$ cat src/rtl/wavetable_reader.sv
// Wavetable sample reader: on each divided-clock tick, advances a phase accumulator,
// reads one signed sample from a synchronous ROM bank, scales it by volume and strobes it out.
module wavetable_reader #(
  parameter int PHASE_W = 24,
  parameter int ADDR_W  = 8,
  parameter int BANK_W  = 2,
  parameter int DATA_W  = 12
) (
  input  logic                      clock_in,
  input  logic                      reset_n,
  input  logic                      enable,
  input  logic                      sample_clk,
  input  logic [PHASE_W-1:0]        tuning_word,
  input  logic [BANK_W-1:0]         wave_sel,
  input  logic [7:0]                volume,
  output logic [BANK_W+ADDR_W-1:0]  rom_addr,
  input  logic [DATA_W-1:0]         rom_data,
  output logic [DATA_W-1:0]         sample_out,
  output logic                      sample_valid,
  output logic                      phase_wrap,
  output logic                      overrun
);

  typedef enum logic [1:0] {
    IDLE    = 2'd0,
    FETCH   = 2'd1,
    CAPTURE = 2'd2,
    SCALE   = 2'd3
  } state_t;

  state_t                     state_q, state_d;
  logic                       sclk_q;
  logic [PHASE_W-1:0]         phase_q, phase_d;
  logic [BANK_W+ADDR_W-1:0]   rom_addr_q, rom_addr_d;
  logic                       wrap_pend_q, wrap_pend_d;
  logic [7:0]                 vol_q, vol_d;
  logic [DATA_W-1:0]          data_q, data_d;
  logic [DATA_W-1:0]          sample_out_q, sample_out_d;
  logic                       sample_valid_q, sample_valid_d;
  logic                       phase_wrap_q, phase_wrap_d;
  logic                       overrun_q, overrun_d;

  logic                       tick_s;
  logic [PHASE_W:0]           sum_s;
  logic signed [DATA_W+8:0]   prod_s;

  assign tick_s = sample_clk & ~sclk_q;
  assign sum_s  = {1'b0, phase_q} + {1'b0, tuning_word};
  assign prod_s = $signed(data_q) * $signed({1'b0, vol_q});

  // Next-state and datapath decode for the fetch/scale sequence
  always_comb begin
    state_d        = state_q;
    phase_d        = phase_q;
    rom_addr_d     = rom_addr_q;
    wrap_pend_d    = wrap_pend_q;
    vol_d          = vol_q;
    data_d         = data_q;
    sample_out_d   = sample_out_q;
    sample_valid_d = 1'b0;
    phase_wrap_d   = 1'b0;
    overrun_d      = overrun_q;

    // A tick that lands while a sample is in flight is lost, not queued
    if (tick_s && (state_q != IDLE)) begin
      overrun_d = 1'b1;
    end else begin
      overrun_d = overrun_q;
    end

    case (state_q)
      IDLE: begin
        if (!enable) begin
          phase_d = '0;
        end else if (tick_s) begin
          rom_addr_d  = {wave_sel, phase_q[PHASE_W-1 -: ADDR_W]};
          phase_d     = sum_s[PHASE_W-1:0];
          wrap_pend_d = sum_s[PHASE_W];
          vol_d       = volume;
          state_d     = FETCH;
        end else begin
          phase_d = phase_q;
        end
      end
      FETCH: begin
        state_d = CAPTURE;
      end
      CAPTURE: begin
        data_d  = rom_data;
        state_d = SCALE;
      end
      SCALE: begin
        sample_out_d   = prod_s[DATA_W+7:8];
        sample_valid_d = 1'b1;
        phase_wrap_d   = wrap_pend_q;
        state_d        = IDLE;
      end
      default: begin
        state_d = IDLE;
      end
    endcase
  end

  // State and output registers
  always_ff @(posedge clock_in or negedge reset_n) begin
    if (!reset_n) begin
      state_q        <= IDLE;
      sclk_q         <= 1'b0;
      phase_q        <= '0;
      rom_addr_q     <= '0;
      wrap_pend_q    <= 1'b0;
      vol_q          <= 8'd0;
      data_q         <= '0;
      sample_out_q   <= '0;
      sample_valid_q <= 1'b0;
      phase_wrap_q   <= 1'b0;
      overrun_q      <= 1'b0;
    end else begin
      state_q        <= state_d;
      sclk_q         <= sample_clk;
      phase_q        <= phase_d;
      rom_addr_q     <= rom_addr_d;
      wrap_pend_q    <= wrap_pend_d;
      vol_q          <= vol_d;
      data_q         <= data_d;
      sample_out_q   <= sample_out_d;
      sample_valid_q <= sample_valid_d;
      phase_wrap_q   <= phase_wrap_d;
      overrun_q      <= overrun_d;
    end
  end

  assign rom_addr     = rom_addr_q;
  assign sample_out   = sample_out_q;
  assign sample_valid = sample_valid_q;
  assign phase_wrap   = phase_wrap_q;
  assign overrun      = overrun_q;

endmodule

$ cat config.mk
export PLATFORM = sky130hd
export DESIGN_NAME = wavetable_reader
export DESIGN_NICKNAME = d
export VERILOG_FILES = /design/src/rtl/wavetable_reader.sv
export SDC_FILE = /design/constraint.sdc
export NUM_CORES = 1
export LEC_CHECK = 0
export ABC_AREA = 1
export CAP_MARGIN = 20
export CORE_AREA = 10 10 128 130
export DETAILED_ROUTE_END_ITERATION = 12
export DIE_AREA = 0 0 138 140
export GPL_ROUTABILITY_DRIVEN = 0
export PLACE_DENSITY = 0.81
export SYNTH_ARGS = -nofsm -noshare
export SYNTH_HDL_FRONTEND = slang
export SYNTH_SLANG_ARGS = --single-unit
$ cat constraint.sdc
create_clock -name clock_in -period 5.1 [get_ports clock_in]
set_input_delay 0.51 -clock clock_in [delete_from_list [all_inputs] [get_ports clock_in]]
set_output_delay 0.51 -clock clock_in [all_outputs]
set_load 0.02 [all_outputs]
==> out/qor.txt, run 1 <==
Die Y = 140 um
fin area = 0.00925 mm2
largest net degree at the start of global routing = 74
final number of hold-violating endpoints = 0
Syn Nets = 1327
CP cell instances = nand2_1, inv_1, fa_1, inv_1, fa_1, inv_1, fa_1, inv_1, fa_1, inv_1, ha_1, nand2_1, nor4_1, nand2_1, nand2_1, nand2_1, nand3_1, nand2_1
first-pass GRT wire length = 32700 um
worst min path class = in2async
most common cell in the netlist = nand2_1
DRT antenna net count = 0
Worst Path Max Fanout = 13
setup tns final = 0 ns
post-synthesis cell count = 1139
Crit Path Class = reg2reg
row cnt = 43
WP data required = 5.34 ns
vias in the first global route = 6930
Synth top area share = 0.226
drt pass-1 iters = 5
Die X = 138 um
nets@finish = 1383
CTS Sinks = 73
post-layout min period = 4.61 ns
CP peak stage delay = 0.67 ns
Top cell by count, worst path = nand2_1
CP max stage cell = fa_1
Max Buffers Root-to-Sink = 2
Post-Syn Area = 0.00810 mm2
area grow syn2layout = 14.2%
RSZ-0062 raised after global routing = no
Post-synth EDFFs = 0
Via Count = 7023
worst skew pair latency = 0.36 ns
Async S/R FF share, synth = 1.00
initial antenna violation count = 0
layout cell share with drive strength beyond 1 = 0.0592
Synth cell types = 36
Worst setup EP type = register
Root Driver = clkbuf_16
list of most frequent post-synthesis cells = nand2_1, inv_1, fa_1, dfrtp_1, ha_1
Initial Util = 0.588
Final Setup Violations = 0
outcome = finished clean
critical path launch point type = register
drt wl/cell = 13.7 um
synth top area cells = dfrtp_1, fa_1, nand2_1, inv_1, ha_1
Synth Register Bits = 73
sequential share of the synthesized area = 0.226
max_slew headroom = 0.362
area leader, netlist = dfrtp_1
drc violations = 0
Final Slew Violations = 0
Buffers on Ports = 74
Worst-Margin Slew = 0.957 ns
GRT Overall Usage = 0.201
WP data arrival = 4.85 ns
Post-CTS Resized = 0
CTS tree = done
# hold bufs at CTS = 0
Clock Skew = 0.0111 ns
Ports = 75
post-CTS setup buffer count = 0
H-tree depth = 3
Max Clock Freq = 0.217 GHz
Inserted Diodes = 0
ys flop type = dfrtp_1
final worst-path cycle share = 0.903
average size of a mapped cell = 7.11 um2
clock-pin slew on the worst setup and hold paths = 0.06 ns
Vias/cell = 5.09
Ys Warns = 0
core area = 0.0138 mm2
Max Cap Violations = 0
Area after DPL = 0.00894 mm2
Die ar. = 0.0193 mm2
initial drt markers = 587
GRT overflow = 0
Detailed Place HPWL = 14900 um
drt total wl = 18900 um
CTS Buf Count = 9
==> placed cells by master, fill, tap and decap left out, types with 9 or more instances in the layout <==
cell type	instances
mux2_2	12
inv_1	252
ha_1	62
clkbuf_16	9
clkdlybuf4s50_1	73
a21oi_1	35
nand3_1	41
dfrtp_1	73
nand2_2	14
inv_2	9
o21ai_1	14
fa_1	76
nor2_1	49
nand2_1	403
o21ai_0	13
==> path summary, 6_finish.rpt <==
check | endpoint | cells after the start | slack (ns) | from
max | sample_out[10] | 18 | 0.49 | vol_q[3]
max in group asynchronous | phase_wrap | 1 | 4.18 | reset_n
min reg2reg | sample_out[4] | 2 | 0.48 | sample_out[4]
min | phase_q[13] | 1 | 0.31 | reset_n
min in group clock_in | sample_out[4] | 2 | 0.48 | sample_out[4]
max reg2reg | sample_out[10] | 18 | 0.49 | vol_q[3]
==> logic make-up (layout without fill, tap and decap cells) <==
| group | after synthesis | count (layout) | synth area share |
|---|---|---|---|
| fa+ha+maj | 138 | 138 | 0.284 |
| mux | 12 | 12 | 0.0167 |
| simple gates | 537 | 537 | 0.273 |
| xor+xnor | 10 | 10 | 0.0108 |
| buf+inv | 292 | 353 | 0.137 |
| flops | 73 | 73 | 0.226 |
| compound gates | 77 | 77 | 0.0530 |
==> worst max-delay path: cells and delay by family, from the launching register on <==
kind | cells | cell delay, ns
adders and majority gates | 5 | 2.62
and+or+nand+nor | 8 | 0.97
buffers and inverters | 5 | 0.38
DFF | 1 | 0.54
==> final cells by class <==
class                      instances  area (um2)
clock inverter                     6        72.6
fill                            1234        4520
multi-input combinational        774        5160
clock buffer                      10         239
inverter                         262         983
timing repair buffer              75         746
sequential                        73        1830
tap                              180         225
==> state kept, by name, summed over array words and instances, names as in the netlist, 2 cells and up <==
register    cells
rom_addr       10
state_q         2
sample_out     12
data_q         12
phase_q        24
vol_q           8
==> metal layers <==
layer / wire length (um) / share of wire / up-vias / GRT usage
li1: - / - / 3487 / -
met5: 0 / 0 / - / 0
met4: 342 / 0.018 / 0 / 0.0638
met2: 9000 / 0.48 / 193 / 0.333
met1: 8460 / 0.45 / 3315 / 0.261
met3: 1100 / 0.058 / 28 / 0.0365
==> stage by stage <==
step	setup slack, ns	util	hold WS [ns]	instances
final	0.494	0.672	0.310	1380
after global routing	0.0539	0.672	0.388	1380
after CTS	0.514	0.672	0.335	1380
after detailed placement	0.535	0.649	0.468	1364
after global placement	0.641	0.649	0.464	1364
after floorplan	0.812	-	0.214	1139
Power of run 1 is not shown: default switching activity piles up to over one toggle a cycle in this logic, so the estimate is an artifact.
==> run 2: changes to the inputs <==
Settings changed: CTS_CLUSTER_DIAMETER set to 120.
==> results of run 2 <==
Final layout, timing and power as in run 1 (identical DEF).
Power of run 2 is left out for the same reason.
